[src/rtl/receive_state_machine_pkg.sv]
// Shared definitions for the eUSCI_A UART receiver: state encodings, default
// oversampling factor, latched frame configuration and data alignment helper.
package receive_state_machine_pkg;

  localparam int RX_OS_DEFAULT = 16;

  localparam logic [2:0] RX_IDLE   = 3'd0;
  localparam logic [2:0] RX_START  = 3'd1;
  localparam logic [2:0] RX_DATA   = 3'd2;
  localparam logic [2:0] RX_PARITY = 3'd3;
  localparam logic [2:0] RX_STOP   = 3'd4;

  typedef struct packed {
    logic pen;
    logic par;
    logic msb;
    logic sevenBit;
    logic spb;
    logic rxeie;
  } rxCfg_t;

  // LSB-first 7-bit frames end up in [7:1] of the shifter, so shift them down.
  function automatic logic [7:0] alignData(input logic [7:0] sh, input logic msb,
                                           input logic sevenBit);
    if (!sevenBit)
      return sh;
    else if (msb)
      return {1'b0, sh[6:0]};
    else
      return {1'b0, sh[7:1]};
  endfunction

endpackage

[src/rtl/receive_state_machine_if.sv]
// Bus between the eUSCI register block (master) and the UART receiver (slave):
// format controls, serial line, RXIFG status and the character/flag strobes.
interface receive_state_machine_if;
  logic       wUCPEN;
  logic       wUCPAR;
  logic       wUCMSB;
  logic       wUC7BIT;
  logic       wUCSPB;
  logic       wUCRXEIE;
  logic       Rx;
  logic       iRXIFG;
  logic [7:0] RxData;
  logic       setRXIFG;
  logic       setUCPE;
  logic       setUCFE;
  logic       setUCOE;
  logic       RxBusy;

  modport master (
    output wUCPEN, wUCPAR, wUCMSB, wUC7BIT, wUCSPB, wUCRXEIE, Rx, iRXIFG,
    input  RxData, setRXIFG, setUCPE, setUCFE, setUCOE, RxBusy
  );

  modport slave (
    input  wUCPEN, wUCPAR, wUCMSB, wUC7BIT, wUCSPB, wUCRXEIE, Rx, iRXIFG,
    output RxData, setRXIFG, setUCPE, setUCFE, setUCOE, RxBusy
  );
endinterface

[src/rtl/receive_state_machine_uart_rx_sampler.sv]
// Rx front end: two-flop synchroniser, falling-edge detect, oversample counter
// and three-point majority vote around the middle of each bit.
module uart_rx_sampler #(
  parameter int OS    = 16,
  parameter int CNT_W = 4
) (
  input  logic BITCLK,
  input  logic reset,
  input  logic Rx,
  input  logic restart,
  input  logic run,
  output logic startEdge,
  output logic bitSample,
  output logic bitValid,
  output logic bitEnd
);

  localparam logic [CNT_W-1:0] MID_LO = CNT_W'(OS/2 - 1);
  localparam logic [CNT_W-1:0] MID    = CNT_W'(OS/2);
  localparam logic [CNT_W-1:0] MID_HI = CNT_W'(OS/2 + 1);
  localparam logic [CNT_W-1:0] LAST   = CNT_W'(OS - 1);

  logic             rs1;
  logic             rs;
  logic             rsQ;
  logic             sampleA;
  logic             sampleB;
  logic [CNT_W-1:0] cnt;

  always_ff @(posedge BITCLK or negedge reset) begin
    if (!reset) begin
      rs1 <= 1'b1;
      rs  <= 1'b1;
      rsQ <= 1'b1;
    end else begin
      rs1 <= Rx;
      rs  <= rs1;
      rsQ <= rs;
    end
  end

  // The counter is phase-locked to the accepted start edge and free-runs per bit.
  always_ff @(posedge BITCLK or negedge reset) begin
    if (!reset) begin
      cnt     <= '0;
      sampleA <= 1'b1;
      sampleB <= 1'b1;
    end else if (restart) begin
      cnt <= '0;
    end else if (run) begin
      cnt <= (cnt == LAST) ? '0 : cnt + 1'b1;
      if (cnt == MID_LO)
        sampleA <= rs;
      if (cnt == MID)
        sampleB <= rs;
    end
  end

  assign startEdge = rsQ & ~rs;
  assign bitValid  = run && (cnt == MID_HI);
  assign bitEnd    = run && (cnt == LAST);
  assign bitSample = (sampleA & sampleB) | (sampleA & rs) | (sampleB & rs);

endmodule

[src/rtl/receive_state_machine.sv]
// eUSCI_A UART receiver: frame FSM, data shifter, parity/stop checking and
// registered completion strobes towards the register block.
module receive_state_machine
  import receive_state_machine_pkg::*;
#(
  parameter int OS    = RX_OS_DEFAULT,
  parameter int CNT_W = $clog2(OS)
) (
  input logic               BITCLK,
  input logic               reset,
  receive_state_machine_if.slave bus
);

  logic [2:0] state;
  rxCfg_t     cfg;
  logic [7:0] sh;
  logic [3:0] bitCnt;
  logic       stopCnt;
  logic       pe;
  logic       fe;
  logic [7:0] rxData;
  logic       setRxIfg;
  logic       setPe;
  logic       setFe;
  logic       setOe;
  logic       rxBusy;

  logic       startEdge;
  logic       bitSample;
  logic       bitValid;
  logic       bitEnd;
  logic       run;
  logic       restart;
  logic [7:0] curData;
  logic [3:0] nBits;
  logic       expPar;
  logic       finalStop;
  logic       feNow;
  logic       errNow;

  assign run       = (state != RX_IDLE);
  assign restart   = (state == RX_IDLE) && startEdge;
  assign curData   = alignData(sh, cfg.msb, cfg.sevenBit);
  assign nBits     = cfg.sevenBit ? 4'd7 : 4'd8;
  assign expPar    = (^curData) ^ ~cfg.par;
  assign finalStop = ~cfg.spb | stopCnt;
  assign feNow     = fe | ~bitSample;
  assign errNow    = pe | feNow;

  uart_rx_sampler #(.OS(OS), .CNT_W(CNT_W)) sampler (
    .BITCLK   (BITCLK),
    .reset    (reset),
    .Rx       (bus.Rx),
    .restart  (restart),
    .run      (run),
    .startEdge(startEdge),
    .bitSample(bitSample),
    .bitValid (bitValid),
    .bitEnd   (bitEnd)
  );

  always_ff @(posedge BITCLK or negedge reset) begin
    if (!reset) begin
      state    <= RX_IDLE;
      cfg      <= '0;
      sh       <= '0;
      bitCnt   <= '0;
      stopCnt  <= 1'b0;
      pe       <= 1'b0;
      fe       <= 1'b0;
      rxData   <= '0;
      setRxIfg <= 1'b0;
      setPe    <= 1'b0;
      setFe    <= 1'b0;
      setOe    <= 1'b0;
      rxBusy   <= 1'b0;
    end else begin
      setRxIfg <= 1'b0;
      setPe    <= 1'b0;
      setFe    <= 1'b0;
      setOe    <= 1'b0;
      case (state)
        // Format controls are frozen here so mid-frame writes cannot corrupt it.
        RX_IDLE: begin
          if (startEdge) begin
            state   <= RX_START;
            cfg     <= '{pen: bus.wUCPEN, par: bus.wUCPAR, msb: bus.wUCMSB,
                         sevenBit: bus.wUC7BIT, spb: bus.wUCSPB, rxeie: bus.wUCRXEIE};
            sh      <= '0;
            bitCnt  <= '0;
            stopCnt <= 1'b0;
            pe      <= 1'b0;
            fe      <= 1'b0;
            rxBusy  <= 1'b1;
          end
        end
        RX_START: begin
          if (bitValid && bitSample) begin
            state  <= RX_IDLE;
            rxBusy <= 1'b0;
          end else if (bitEnd) begin
            state <= RX_DATA;
          end
        end
        RX_DATA: begin
          if (bitValid) begin
            sh     <= cfg.msb ? {sh[6:0], bitSample} : {bitSample, sh[7:1]};
            bitCnt <= bitCnt + 4'd1;
          end
          if (bitEnd && (bitCnt == nBits))
            state <= cfg.pen ? RX_PARITY : RX_STOP;
        end
        RX_PARITY: begin
          if (bitValid && (bitSample != expPar))
            pe <= 1'b1;
          if (bitEnd)
            state <= RX_STOP;
        end
        // Completion fires at the final stop mid-sample so a back-to-back start edge is not missed.
        RX_STOP: begin
          if (bitValid) begin
            if (finalStop) begin
              state  <= RX_IDLE;
              rxBusy <= 1'b0;
              setPe  <= pe;
              setFe  <= feNow;
              if (!errNow || cfg.rxeie) begin
                rxData   <= curData;
                setRxIfg <= 1'b1;
                setOe    <= bus.iRXIFG;
              end
            end else begin
              fe      <= feNow;
              stopCnt <= 1'b1;
            end
          end
        end
        default: begin
          state  <= RX_IDLE;
          rxBusy <= 1'b0;
        end
      endcase
    end
  end

  assign bus.RxData   = rxData;
  assign bus.setRXIFG = setRxIfg;
  assign bus.setUCPE  = setPe;
  assign bus.setUCFE  = setFe;
  assign bus.setUCOE  = setOe;
  assign bus.RxBusy   = rxBusy;

endmodule

[src/flat_wrapper.sv]
// flat-port wrapper written by rule: the top's interface ports become plain ports
module receive_state_machine_flat import receive_state_machine_pkg::*;
#(
  parameter int OS    = RX_OS_DEFAULT,
  parameter int CNT_W = $clog2(OS)
)
  (BITCLK, reset, bus_wUCPEN, bus_wUCPAR, bus_wUCMSB, bus_wUC7BIT, bus_wUCSPB, bus_wUCRXEIE, bus_Rx, bus_iRXIFG, bus_RxData, bus_setRXIFG, bus_setUCPE, bus_setUCFE, bus_setUCOE, bus_RxBusy);
  receive_state_machine_if bus_i ();
  input logic BITCLK;
  input logic reset;
  input wire logic [$bits(bus_i.wUCPEN)-1:0] bus_wUCPEN;
  input wire logic [$bits(bus_i.wUCPAR)-1:0] bus_wUCPAR;
  input wire logic [$bits(bus_i.wUCMSB)-1:0] bus_wUCMSB;
  input wire logic [$bits(bus_i.wUC7BIT)-1:0] bus_wUC7BIT;
  input wire logic [$bits(bus_i.wUCSPB)-1:0] bus_wUCSPB;
  input wire logic [$bits(bus_i.wUCRXEIE)-1:0] bus_wUCRXEIE;
  input wire logic [$bits(bus_i.Rx)-1:0] bus_Rx;
  input wire logic [$bits(bus_i.iRXIFG)-1:0] bus_iRXIFG;
  output wire logic [$bits(bus_i.RxData)-1:0] bus_RxData;
  output wire logic [$bits(bus_i.setRXIFG)-1:0] bus_setRXIFG;
  output wire logic [$bits(bus_i.setUCPE)-1:0] bus_setUCPE;
  output wire logic [$bits(bus_i.setUCFE)-1:0] bus_setUCFE;
  output wire logic [$bits(bus_i.setUCOE)-1:0] bus_setUCOE;
  output wire logic [$bits(bus_i.RxBusy)-1:0] bus_RxBusy;
  assign bus_i.wUCPEN = bus_wUCPEN;
  assign bus_i.wUCPAR = bus_wUCPAR;
  assign bus_i.wUCMSB = bus_wUCMSB;
  assign bus_i.wUC7BIT = bus_wUC7BIT;
  assign bus_i.wUCSPB = bus_wUCSPB;
  assign bus_i.wUCRXEIE = bus_wUCRXEIE;
  assign bus_i.Rx = bus_Rx;
  assign bus_i.iRXIFG = bus_iRXIFG;
  assign bus_RxData = bus_i.RxData;
  assign bus_setRXIFG = bus_i.setRXIFG;
  assign bus_setUCPE = bus_i.setUCPE;
  assign bus_setUCFE = bus_i.setUCFE;
  assign bus_setUCOE = bus_i.setUCOE;
  assign bus_RxBusy = bus_i.RxBusy;
  receive_state_machine #(.OS(OS), .CNT_W(CNT_W)) u_core (.BITCLK(BITCLK), .reset(reset), .bus(bus_i));
endmodule
[config.mk]
export PLATFORM = sky130hd
export DESIGN_NAME = receive_state_machine_flat
export DESIGN_NICKNAME = d
export VERILOG_FILES = /design/src/rtl/receive_state_machine_pkg.sv /design/src/rtl/receive_state_machine_if.sv /design/src/rtl/receive_state_machine_uart_rx_sampler.sv /design/src/rtl/receive_state_machine.sv /design/src/flat_wrapper.sv
export SDC_FILE = /design/constraint.sdc
export NUM_CORES = 1
export LEC_CHECK = 0
export BUFFER_PORTS_ARGS = -buffer_cell sky130_fd_sc_hd__buf_2
export CORE_MARGIN = 4
export CORE_UTILIZATION = 55
export CTS_BUF_LIST = sky130_fd_sc_hd__clkbuf_2
export CTS_CLUSTER_DIAMETER = 200
export DETAILED_ROUTE_END_ITERATION = 12
export PLACE_DENSITY = 0.85
export SETUP_SLACK_MARGIN = 0.5
export SLEW_MARGIN = 20
export SYNTH_ARGS = -nofsm -noshare
export SYNTH_HDL_FRONTEND = slang
export SYNTH_SLANG_ARGS = --single-unit
export TNS_END_PERCENT = 5
[constraint.sdc]
create_clock -name BITCLK -period 4.3 [get_ports BITCLK]
set_clock_uncertainty 0.2 [all_clocks]
set_input_delay 0.215 -clock BITCLK [delete_from_list [all_inputs] [get_ports BITCLK]]
set_output_delay 0.215 -clock BITCLK [all_outputs]
set_load 0.01 [all_outputs]
==> results_tabular.tex, run 1 <==
\begin{tabular}{lr}
\hline
Metric & Value \\
\hline
\multicolumn{2}{l}{\textbf{Worst setup path}} \\
\quad Worst path top cell family by delay & simple AND/OR/NAND/NOR gates \\
\quad Worst path arrival time & between 2 and 3 ns \\
\quad Endpoint class of the critical path & flop \\
\quad Crit path launch type & flop \\
\quad CP Depth & 4 \\
\quad Delay of the slowest cell on the worst path & 0.74 ns \\
\quad Highest-delay cell along the critical path & nor2\_1 \\
\quad Setup slack of the most critical reg-to-reg path & 1.74 ns \\
\quad Count of cells along the worst register-to-register path & 4 \\
\quad Crit path max fanout & 14 \\
\quad Worst setup path class & flop to flop \\
\quad Buffer and inverter count on the worst path & 0 \\
\quad List of cells traversed by the critical path & or3\_1 -> nor2\_1 -> nor2\_2 -> a22o\_1 \\
\quad Required time of the critical path & 4.45 ns \\
\multicolumn{2}{l}{\textbf{Min path}} \\
\quad Path class of the lowest-slack min-delay path & flop to flop \\
\quad WHS Path Cells & 0 \\
\multicolumn{2}{l}{\textbf{Place}} \\
\quad Final Wtd Congestion & 0.872 \\
\quad Number of buffers inserted by port buffering & 22 \\
\quad Post-DP Area & roughly 2400 µm² \\
\quad Half-perimeter wire length after placement & between 3000 and 4000 µm \\
\multicolumn{2}{l}{\textbf{Timing}} \\
\quad Transition time at the pin with the least slew margin & about 0.98 ns \\
\quad Clock period minus worst slack & around 2.6 ns \\
\quad Final hold violation count & 0 \\
\quad Worst relative slew slack & 34.6\% \\
\quad Tcrit/Tclk final & about three fifths \\
\quad Setup-failing EPs final & 0 \\
\quad Peak clock frequency supported by timing & 390 MHz \\
\quad Post-route setup TNS & 0 ns \\
\quad Unrepaired setup endpoints after global routing & no \\
\quad Fin. max-slew vios & 0 \\
\multicolumn{2}{l}{\textbf{GRT}} \\
\quad Vias in the first global route & roughly 1,600 \\
\quad GR met3 Demand/Resource & approximately 3.7\% \\
\quad Number of antenna violations at the first check in global routing & 0 \\
\quad First-pass GRT wire length & 7600 µm \\
\quad Leftover overflow at the end of global routing & 0 \\
\quad Global router's overall resource usage & 18.6\% \\
\quad GR Layer Usage met1 & 23.9\% \\
\quad Largest net degree at the start of global routing & between 40 and 50 \\
\quad Met2 GRT Util & between 30\% and 40\% \\
\quad Most used routing layer & met2 \\
\multicolumn{2}{l}{\textbf{Cells and area}} \\
\quad Flip-flop and latch area & 1160 µm² \\
\quad Final antenna diode count & 0 \\
\quad Final core utilization & between 60\% and 70\% \\
\quad Fraction of layout instances using a drive strength above 1 & between 10\% and 20\% \\
\quad Commonest non-fill, non-tap cells in the layout & dfrtp\_1, nand2\_1, buf\_2 \\
\quad Number of fillers in the final layout & approximately 330 \\
\quad Nets@finish & approximately 260 \\
\quad Layout overhead on the synthesized area & 11.1\% \\
\quad Final design area excluding fillers & approximately 2600 µm² \\
\quad Footprint of the multi-input gates & 1090 µm² \\
\quad Most common cell after layout, fill and taps aside & dfrtp\_1 \\
\multicolumn{2}{l}{\textbf{Die}} \\
\quad Number of cell rows & 23 \\
\quad Initial Utilization & between 50\% and 60\% \\
\quad Die W & 72.9 µm \\
\quad IO Pins & 23 \\
\quad Core footprint & between 4000 and 5000 µm² \\
\quad Overall die height & 72.9 µm \\
\quad Die outline area & 5320 µm² \\
\multicolumn{2}{l}{\textbf{Routing}} \\
\quad Number of vias per cell & 5.48 \\
\quad Routed Wire Length & $\sim$4500 µm \\
\quad Drt initial violations & 118 \\
\quad Number of antenna-violating nets in the routed design & 0 \\
\quad Number of iterations in the first detailed-routing pass & 4 \\
\quad Average wire per standard cell & approximately 15 µm \\
\quad Total number of vias & 1,640 \\
\quad Remaining DRCs & 0 \\
\multicolumn{2}{l}{\textbf{Pwr}} \\
\quad Pwr dens & roughly 470 nW/µm² \\
\quad Worst IR drop on VDD & 0.383 mV \\
\quad Pleak & about 1.3 nW \\
\multicolumn{2}{l}{\textbf{Clocking}} \\
\quad Clock tree from TritonCTS & done \\
\quad Post-CTS repair timing setup buffer count & 0 \\
\quad Buffer cell driving the clock tree root & clkbuf\_2 \\
\quad Clock insertion delay at the later pin of the skew report & $\sim$0.44 ns \\
\quad CTS buffer count & 5 \\
\quad PostCTS Resize Cnt & 0 \\
\quad Sinks on Clock Net & 46 \\
\quad Maximum level of the CTS H-tree & 2 \\
\quad Clock-pin slew on the worst setup and hold paths & roughly 0.21 ns \\
\quad Hold buffers post-CTS & 9 \\
\quad Max clock buf depth & 2 \\
\multicolumn{2}{l}{\textbf{Synthesis}} \\
\quad Number of instances in the synthesized netlist & 219 \\
\quad Count of synthesis-stage warnings from yosys & 0 \\
\quad Synthesized Nets & about 230 \\
\quad Leading register cell type out of synthesis & dfrtp\_1 \\
\quad Synth Register Bits & 46 \\
\quad Netlist area before placement & around 2300 µm² \\
\quad Proportion of synthesized chip area in sequential cells & between 40\% and 50\% \\
\quad Ys async rst share & 100\% \\
\quad Count of unique library cells instantiated by Yosys & 48 \\
\quad Count of flip-flops with a built-in enable after synthesis & 0 \\
\quad Syn Area/Cell & around 11 µm² \\
\multicolumn{2}{l}{\textbf{Outcome}} \\
\quad Outcome & complete, no violations \\
\multicolumn{2}{l}{\textbf{Flow run}} \\
\quad Reported max-cap violation count & 0 \\
\hline
\end{tabular}
-- metal layers --
layer / routed length (µm) / up-vias
li1: - / 806
met1: 1980 / 800
met2: 2300 / 27
met3: 157 / 7
met4: 66 / 0
met5: 0 / -
-- path summary, 6_finish.rpt --
| check | from | end |
|---|---|---|
| worst max-delay path | u_core.state[2]$_DFFE_PN0P_ | u_core.bitCnt[1]$_DFFE_PN0P_ |
| worst min-delay path | u_core.sampler.rs1$_DFF_PN1_ | u_core.sampler.rs$_DFF_PN1_ |
| worst max register to register | u_core.state[2]$_DFFE_PN0P_ | u_core.bitCnt[1]$_DFFE_PN0P_ |
| worst min register to register | u_core.sampler.rs1$_DFF_PN1_ | u_core.sampler.rs$_DFF_PN1_ |
| max in group asynchronous | reset | u_core.cfg[0]$_DFFE_PN0P_ |
| min in group asynchronous | reset | u_core.bus.RxData[4]$_DFFE_PN0P_ |
-- where the power goes --
| group | leakage [nW] | internal (mW) | switching [mW] |
|---|---|---|---|
| clock network | 0.0304 | 0.0399 | 0.137 |
| logic | 0.648 | 0.190 | 0.218 |
| registers | 0.601 | 0.515 | 0.107 |
-- metrics by stage --
step	hold WS, ns	total power, mW	setup slack [ns]	std cells
after global placement	0.125	1.01	1.84	282
after CTS	0.173	1.21	1.73	299
after global routing	0.177	1.29	1.54	299
after detailed placement	0.123	1.03	1.77	282
final	0.172	1.21	1.74	299
after floorplan	-0.281	0.948	2.25	219
-- synthesized netlist by cell type, types with 2 or more instances --
| cell | count | area share (%) |
|---|---|---|
| ha_1 | 4 | 2.2 |
| nand3b_1 | 3 | 0.97 |
| and2_1 | 2 | 0.54 |
| o21ai_1 | 16 | 3.5 |
| dfrtp_1 | 41 | 44 |
| xor2_1 | 2 | 0.76 |
| nand2b_1 | 2 | 0.54 |
| mux2i_1 | 12 | 5.2 |
| nor2b_1 | 3 | 0.81 |
| or3_1 | 2 | 0.54 |
| dfstp_2 | 5 | 5.7 |
| o21ai_0 | 3 | 0.65 |
| buf_2 | 5 | 1.1 |
| and3_1 | 2 | 0.54 |
| mux2_1 | 17 | 8.3 |
| mux2_2 | 2 | 0.97 |
| inv_1 | 7 | 1.1 |
| nand3_1 | 4 | 0.86 |
| nor2_1 | 16 | 2.6 |
| nand2_1 | 32 | 5.2 |
| xnor2_1 | 7 | 2.6 |
| clkbuf_1 | 3 | 0.49 |
| nor3_1 | 4 | 0.86 |
-- cell type report --
| type | instances | area share, % |
|---|---|---|
| Sequential cell | 46 | 44.9 |
| Clock inverter | 2 | 0.340 |
| Inverter | 7 | 1.02 |
| Timing Repair Buffer | 31 | 7.77 |
| Tap cell | 50 | 2.43 |
| Multi-Input combinational cell | 157 | 42.4 |
| Clock buffer | 6 | 1.17 |
-- registers in the layout, summed over array words and instances, names as in the netlist --
register,count
u_core.sampler.rs1,1
u_core.bus.setUCOE,1
u_core.cfg,6
u_core.sampler.cnt,4
u_core.fe,1
u_core.stopCnt,1
u_core.bus.setRXIFG,1
u_core.sampler.sampleB,1
u_core.bus.setUCPE,1
u_core.sh,8
u_core.bus.RxBusy,1
u_core.state,3
u_core.sampler.rs,1
u_core.bus.RxData,8
u_core.sampler.rsQ,1
u_core.sampler.sampleA,1
u_core.bitCnt,4
u_core.bus.setUCFE,1
u_core.pe,1
-- cells by family after synthesis --
family	synth area share (%)
multiplexers	14.4
flip-flops	49.9
AO/OA/AOI/OAI	8.58
buffers and inverters	3.02
adder cells (fa/ha/maj)	2.64
AND/OR/NAND/NOR	17.1
XOR/XNOR	4.37
(Power assumes the default switching activity.)
==> run 2: changes to the inputs <==
Settings changed: ABC_AREA set to 1, PLACE_DENSITY 0.85 to 0.88.
Clock period 4.3 ns to 2.12 ns, I/O delays scaled along.
==> results_tabular.tex, run 2 <==
\begin{tabular}{lr}
\hline
Metric & Value \\
\hline
\multicolumn{2}{l}{\textbf{Clocking}} \\
\quad Max clock buf depth & 2 \\
\quad CTS buffer count & 5 \\
\quad Buffer cell driving the clock tree root & clkbuf\_2 \\
\quad Clock insertion delay at the later pin of the skew report & about 0.4 ns \\
\quad Clock-pin slew on the worst setup and hold paths & between 0.2 and 0.25 ns \\
\quad Maximum level of the CTS H-tree & 2 \\
\quad Sinks on Clock Net & 46 \\
\quad Clock tree from TritonCTS & done \\
\multicolumn{2}{l}{\textbf{Synthesis}} \\
\quad Count of flip-flops with a built-in enable after synthesis & 0 \\
\quad Top-area cell type share of the netlist area & roughly 42\% \\
\quad Cell types occupying the most area after synthesis & dfrtp\_1, nand2\_1, dfstp\_2 \\
\quad Ys async rst share & 100\% \\
\quad Synthesized Nets & 306 \\
\quad Count of synthesis-stage warnings from yosys & 0 \\
\quad Most common cell in the netlist & nand2\_1 \\
\quad Leading register cell type out of synthesis & dfrtp\_1 \\
\quad Syn Area/Cell & roughly 8.3 µm² \\
\quad Synth Register Bits & 46 \\
\quad Number of instances in the synthesized netlist & about 290 \\
\quad Netlist area before placement & roughly 2400 µm² \\
\quad Count of unique library cells instantiated by Yosys & 34 \\
\quad Cell type with the largest total area after synthesis & dfrtp\_1 \\
\quad Proportion of synthesized chip area in sequential cells & 47.9\% \\
\quad Top cells by count, synth & nand2\_1, dfrtp\_1, inv\_1 \\
\multicolumn{2}{l}{\textbf{Timing}} \\
\quad Final hold violation count & 0 \\
\quad Fin. max-slew vios & 0 \\
\quad Transition time at the pin with the least slew margin & between 0.3 and 0.4 ns \\
\quad Worst relative slew slack & between 70 and 80\% \\
\quad Peak clock frequency supported by timing & 539 MHz \\
\quad Setup-failing EPs final & 0 \\
\quad Tcrit/Tclk final & between 80\% and 90\% \\
\quad Post-route setup TNS & 0 ns \\
\quad Clock period minus worst slack & roughly 1.9 ns \\
\quad Unrepaired setup endpoints after global routing & yes \\
\multicolumn{2}{l}{\textbf{Min path}} \\
\quad WHS Path Cells & 2 \\
\quad End point of the worst hold path & u\_core.sampler.rs1\$\_DFF\_PN1\_ \\
\quad Path class of the lowest-slack min-delay path & input pin to flop \\
\quad Hold Path Origin & bus\_Rx \\
\multicolumn{2}{l}{\textbf{Routing}} \\
\quad Average wire per standard cell & between 10 and 15 µm \\
\quad Number of iterations in the first detailed-routing pass & 4 \\
\quad Remaining DRCs & 0 \\
\quad Drt initial violations & 137 \\
\quad Number of antenna-violating nets in the routed design & 0 \\
\quad Total number of vias & between 2,000 and 2,500 \\
\quad Number of vias per cell & roughly 5.3 \\
\quad Routed Wire Length & approximately 5200 µm \\
\multicolumn{2}{l}{\textbf{Worst setup path}} \\
\quad Delay of the slowest cell on the worst path & roughly 0.44 ns \\
\quad Count of cells along the worst register-to-register path & 9 \\
\quad Setup slack of the most critical reg-to-reg path & between 0.2 and 0.3 ns \\
\quad Worst setup path class & flop to flop \\
\quad Worst path arrival time & between 1.5 and 2 ns \\
\quad Launch instance of the worst register-to-register path & u\_core.sampler.cnt[1]\$\_DFFE\_PN0P\_ \\
\quad Buffer and inverter count on the worst path & 3 \\
\quad Crit path max fanout & 6 \\
\quad Required time of the critical path & between 2 and 2.5 ns \\
\quad Worst Setup SP & u\_core.sampler.cnt[1]\$\_DFFE\_PN0P\_ \\
\quad FF-to-FF End & u\_core.bitCnt[2]\$\_DFFE\_PN0P\_ \\
\quad List of cells traversed by the critical path & inv\_2 -> ha\_4 -> nand3\_4 -> buf\_4 -> buf\_4 -> nor2\_4 -> nand2\_1 -> o21ai\_0 -> a21oi\_1 \\
\quad Highest-delay cell along the critical path & dfrtp\_1 \\
\quad Cell type with the highest occurrence count on the critical path & buf\_4 \\
\quad Crit path launch type & flop \\
\quad Endpoint class of the critical path & flop \\
\quad Worst path top cell family by delay & flip-flops \\
\multicolumn{2}{l}{\textbf{Cells and area}} \\
\quad Layout overhead on the synthesized area & 19.9\% \\
\quad Final antenna diode count & 0 \\
\quad Most common cell after layout, fill and taps aside & nand2\_1 \\
\quad Nets@finish & $\sim$360 \\
\quad Final design area excluding fillers & 2900 µm² \\
\quad Commonest non-fill, non-tap cells in the layout & nand2\_1, dfrtp\_1, inv\_1 \\
\quad Fraction of layout instances using a drive strength above 1 & between 30\% and 40\% \\
\multicolumn{2}{l}{\textbf{Die}} \\
\quad Die W & roughly 74 µm \\
\quad Overall die height & around 74 µm \\
\quad Initial Utilization & approximately three fifths \\
\quad Core footprint & between 4000 and 5000 µm² \\
\quad Number of cell rows & 23 \\
\quad IO Pins & 23 \\
\quad Die outline area & 5520 µm² \\
\multicolumn{2}{l}{\textbf{Outcome}} \\
\quad Outcome & complete, no violations \\
\multicolumn{2}{l}{\textbf{Pwr}} \\
\quad Pleak & 1.47 nW \\
\quad Worst IR drop on VDD & between 0.6 and 0.7 mV \\
\quad Pwr dens & 1210 nW/µm² \\
\quad Total power & $\sim$3.5 mW \\
\multicolumn{2}{l}{\textbf{GRT}} \\
\quad Global router's overall resource usage & 20.0\% \\
\quad Leftover overflow at the end of global routing & 0 \\
\quad First-pass GRT wire length & roughly 8500 µm \\
\quad Largest net degree at the start of global routing & 25 \\
\quad Vias in the first global route & 1,972 \\
\quad Number of antenna violations at the first check in global routing & 0 \\
\multicolumn{2}{l}{\textbf{Place}} \\
\quad Post-DP Area & approximately 2600 µm² \\
\quad Half-perimeter wire length after placement & 3530 µm \\
\quad Number of buffers inserted by port buffering & 22 \\
\quad Final Wtd Congestion & 0.871 \\
\multicolumn{2}{l}{\textbf{Flow run}} \\
\quad Reported max-cap violation count & 0 \\
\hline
\end{tabular}
## run 2: cell types whose count changed in the layout (fill, tap and decap cells not counted), sizes merged, moves of 5 or more
cell   before  now
nand3       5   19
mux2       19    0
xnor2       7    0
o21ai      19   35
inv         7   45
a21oi       2    7
buf        22   38
mux2i      12    0
o22ai       1    9
nand2      32   90
## run 2: worst max-delay path by stage
stage / endpoint / slack, ns / cells after the start
global placement: u_core.bus.RxData[4]$_DFFE_PN0P_ / 0.22 / 8
global route: u_core.state[1]$_DFFE_PN0P_ / 0.16 / 9
floorplan: u_core.bus.RxData[5]$_DFFE_PN0P_ / 0.39 / 9
finish: u_core.bitCnt[2]$_DFFE_PN0P_ / 0.26 / 9
detailed placement: u_core.bus.RxData[0]$_DFFE_PN0P_ / 0.17 / 9
CTS: u_core.bus.RxData[0]$_DFFE_PN0P_ / 0.26 / 9
## run 2: final cells by class
type	instances	area [µm²]
timing repair buffer	49	340
clock buffer	6	30.0
multi-input combinational	197	1120
clock inverter	2	8.76
sequential	46	1160
inverter	45	179
fill	309	1210
tap	50	62.6
## run 2: logic make-up (layout without fill, tap and decap cells)
| family | after synthesis | after routing | synth area share, % |
|---|---|---|---|
| fa+ha+maj | 4 | 4 | 2.07 |
| flops | 46 | 46 | 47.9 |
| compound gates | 55 | 55 | 14.7 |
| xor+xnor | 1 | 1 | 0.362 |
| simple gates | 136 | 137 | 26.3 |
| buf+inv | 50 | 102 | 8.69 |
## run 2: what timing repair did
action,CTS,global route
gates cloned,1,0
hold endpoints to repair,54,0
hold buffers,11,0
resized for setup,9,11
endpoints found under the setup margin,33,41
buffers inserted,5,6
pin swaps,4,8
## run 2: power by group
group,total (mW),switching (mW),internal (mW)
Clock,0.350,0.269,0.0812
Sequential,1.40,0.260,1.14
Combinational,1.77,1.08,0.688
## run 2: metal layers
layer	track usage [%]	up-vias	routed length, µm
met5	0	-	0
met4	8.10	0	71
met3	3.78	9	247
met2	34.4	49	2600
met1	24.7	987	2320
li1	-	1047	-
## run 2: stage by stage
step	setup slack (ns)	util, %	hold slack, ns	std cells
floorplan	0.385	-	-0.390	292
global placement	0.217	62.9	-0.260	364
detailed placement	0.166	62.9	-0.259	364
CTS	0.259	68.5	0.0948	389
global route	0.162	70.5	0.0908	395
finish	0.264	70.5	0.116	395
==> run 3: changes to the inputs <==
Settings changed: ABC_AREA 1 to unset.
==> results_tabular.tex, run 3 (synthesized netlist as in run 1, its figures left out) <==
\begin{tabular}{lr}
\hline
Metric & Value \\
\hline
\multicolumn{2}{l}{\textbf{Worst setup path}} \\
\quad Crit path launch type & flop \\
\quad Count of cells along the worst register-to-register path & 4 \\
\quad Endpoint class of the critical path & flop \\
\quad Setup slack of the most critical reg-to-reg path & approximately 0.06 ns \\
\quad Required time of the critical path & between 2 and 2.5 ns \\
\quad Worst setup path class & flop to flop \\
\quad Worst path top cell family by delay & simple AND/OR/NAND/NOR gates \\
\quad Crit path max fanout & 11 \\
\quad Worst Setup SP & u\_core.state[1]\$\_DFFE\_PN0P\_ \\
\quad Worst path arrival time & $\sim$2.2 ns \\
\quad List of cells traversed by the critical path & nor3b\_1 -> o311ai\_1 -> nand4\_1 -> mux2\_1 \\
\quad Launch instance of the worst register-to-register path & u\_core.state[1]\$\_DFFE\_PN0P\_ \\
\quad Highest-delay cell along the critical path & dfrtp\_1 \\
\quad FF-to-FF End & u\_core.state[1]\$\_DFFE\_PN0P\_ \\
\quad Buffer and inverter count on the worst path & 0 \\
\quad CP Depth & 4 \\
\quad Delay of the slowest cell on the worst path & 0.59 ns \\
\quad CP endpoint & u\_core.state[1]\$\_DFFE\_PN0P\_ \\
\multicolumn{2}{l}{\textbf{Timing}} \\
\quad Transition time at the pin with the least slew margin & slightly below 0.6 ns \\
\quad Peak clock frequency supported by timing & a little under 500 MHz \\
\quad Tcrit/Tclk final & a little over nine tenths \\
\quad Clock period minus worst slack & 2.06 ns \\
\quad Unrepaired setup endpoints after global routing & yes \\
\quad Setup-failing EPs final & 0 \\
\quad Final hold violation count & 0 \\
\quad Worst relative slew slack & 61.3\% \\
\quad Fin. max-slew vios & 0 \\
\quad Post-route setup TNS & 0 ns \\
\multicolumn{2}{l}{\textbf{Die}} \\
\quad Overall die height & 72.9 µm \\
\quad Die W & 72.9 µm \\
\quad Number of cell rows & 23 \\
\quad IO Pins & 23 \\
\quad Core footprint & 4030 µm² \\
\quad Initial Utilization & approximately 58\% \\
\quad Die outline area & 5320 µm² \\
\multicolumn{2}{l}{\textbf{GRT}} \\
\quad Vias in the first global route & around 1,900 \\
\quad Number of antenna violations at the first check in global routing & 0 \\
\quad First-pass GRT wire length & around 9400 µm \\
\quad Leftover overflow at the end of global routing & 0 \\
\quad Largest net degree at the start of global routing & 47 \\
\quad Global router's overall resource usage & between 20 and 25\% \\
\multicolumn{2}{l}{\textbf{Routing}} \\
\quad Number of vias per cell & 5.72 \\
\quad Number of antenna-violating nets in the routed design & 0 \\
\quad Drt initial violations & between 150 and 200 \\
\quad Remaining DRCs & 0 \\
\quad Routed Wire Length & approximately 5500 µm \\
\quad Average wire per standard cell & roughly 17 µm \\
\quad Number of iterations in the first detailed-routing pass & 4 \\
\quad Total number of vias & between 1,500 and 2,000 \\
\multicolumn{2}{l}{\textbf{Cells and area}} \\
\quad Number of fillers in the final layout & roughly 270 \\
\quad Layout overhead on the synthesized area & 24.7\% \\
\quad Final design area excluding fillers & 2890 µm² \\
\quad Nets@finish & about 290 \\
\quad Final antenna diode count & 0 \\
\quad Commonest non-fill, non-tap cells in the layout & dfrtp\_1, nand2\_1, buf\_2 \\
\quad Most common cell after layout, fill and taps aside & dfrtp\_1 \\
\quad Fraction of layout instances using a drive strength above 1 & a little under a third \\
\quad Final std cells w/o fill & between 300 and 400 \\
\multicolumn{2}{l}{\textbf{Place}} \\
\quad Post-DP Area & around 2500 µm² \\
\quad Number of buffers inserted by port buffering & 22 \\
\quad Inst Count DP & 292 \\
\quad Half-perimeter wire length after placement & 3360 µm \\
\quad Final Wtd Congestion & between 0.8 and 0.9 \\
\multicolumn{2}{l}{\textbf{Pwr}} \\
\quad Pwr dens & a little under 1000 nW/µm² \\
\quad Pleak & 1.41 nW \\
\quad Worst IR drop on VDD & between 0.7 and 0.8 mV \\
\quad Total power & between 2 and 3 mW \\
\multicolumn{2}{l}{\textbf{Outcome}} \\
\quad Outcome & complete, no violations \\
\multicolumn{2}{l}{\textbf{Clocking}} \\
\quad Max clock buf depth & 2 \\
\quad Clock tree from TritonCTS & done \\
\quad Clock insertion delay at the later pin of the skew report & 0.43 ns \\
\quad Clock-pin slew on the worst setup and hold paths & approximately 0.23 ns \\
\quad Maximum level of the CTS H-tree & 2 \\
\quad Buffer cell driving the clock tree root & clkbuf\_2 \\
\quad CTS buffer count & 5 \\
\quad Sinks on Clock Net & 46 \\
\multicolumn{2}{l}{\textbf{Min path}} \\
\quad Path class of the lowest-slack min-delay path & input pin to asynchronous set/reset pin \\
\multicolumn{2}{l}{\textbf{Flow run}} \\
\quad Reported max-cap violation count & 0 \\
\hline
\end{tabular}
-- run 3: cell count changes in the layout (fill, tap and decap cells not counted), sizes merged, moves of 8 or more --
cell	change
o21ai	-16
buf	+8
mux2i	+12
nand2	-58
inv	-38
nand3	-14
o22ai	-8
mux2	+19
-- run 3: worst min-delay path by stage --
stage	startpoint	endpoint	depth (start not counted)
6_report	reset	u_core.sh[3]$_DFFE_PN0P_	3
5_1_grt	reset	u_core.sh[3]$_DFFE_PN0P_	3
4_1_cts	reset	u_core.sh[3]$_DFFE_PN0P_	3
3_5_place_dp	bus_Rx	u_core.sampler.rs1$_DFF_PN1_	1
3_3_place_gp	bus_Rx	u_core.sampler.rs1$_DFF_PN1_	1
2_1_floorplan	reset	u_core.bitCnt[0]$_DFFE_PN0P_	0
-- run 3: cell type report --
type	instances	area, µm²	share of cell area, %
multi-input combinational	157	1180	40.8
sequential	46	1160	40.1
timing repair buffer	55	400	13.8
tap	50	62.6	2.16
clock inverter	2	33.8	1.17
clock buffer	6	30.0	1.04
inverter	7	26.3	0.908
-- run 3: power by group --
group	total (mW)	leakage, nW	internal, mW	switching (mW)
Combinational	1.11	0.774	0.525	0.581
Sequential	1.24	0.599	1.04	0.196
Clock	0.479	0.0406	0.201	0.278
-- run 3: worst min-delay path, cell delays in order --
cell	delay [ns]
dlygate4sd3_1	0.51
buf_2	0.09
buf_4	0.48
-- run 3: routing by layer --
layer | global-route usage (%) | vias up | part of all wire [%]
met4 | 8.20 | 0 | 1.9
met3 | 4.96 | 13 | 3.9
li1 | - | 859 | -
met5 | 0 | - | 0
met1 | 28.7 | 925 | 41
met2 | 39.8 | 50 | 54
-- run 3: per-stage QoR --
stage / setup slack [ns] / util [%] / hold slack (ns)
6_report: 0.0601 / 71.8 / 0.0516
3_5_place_dp: -0.00440 / 63.0 / 0.0148
3_3_place_gp: 0.119 / 63.0 / 0.0123
2_1_floorplan: 0.151 / - / -0.390
5_1_grt: -0.0576 / 71.8 / 0.0494
4_1_cts: 0.114 / 70.4 / 0.0574
-- run 3: what timing repair did --
| item | in CTS | in global routing |
|---|---|---|
| pin swaps | 3 | 14 |
| setup buffers | 11 | 3 |
| hold buffers | 9 | 0 |
| hold endpoints to repair | 54 | 0 |
| resized for setup | 13 | 10 |
| endpoints found under the setup margin | 37 | 43 |
| gates cloned | 0 | 0 |
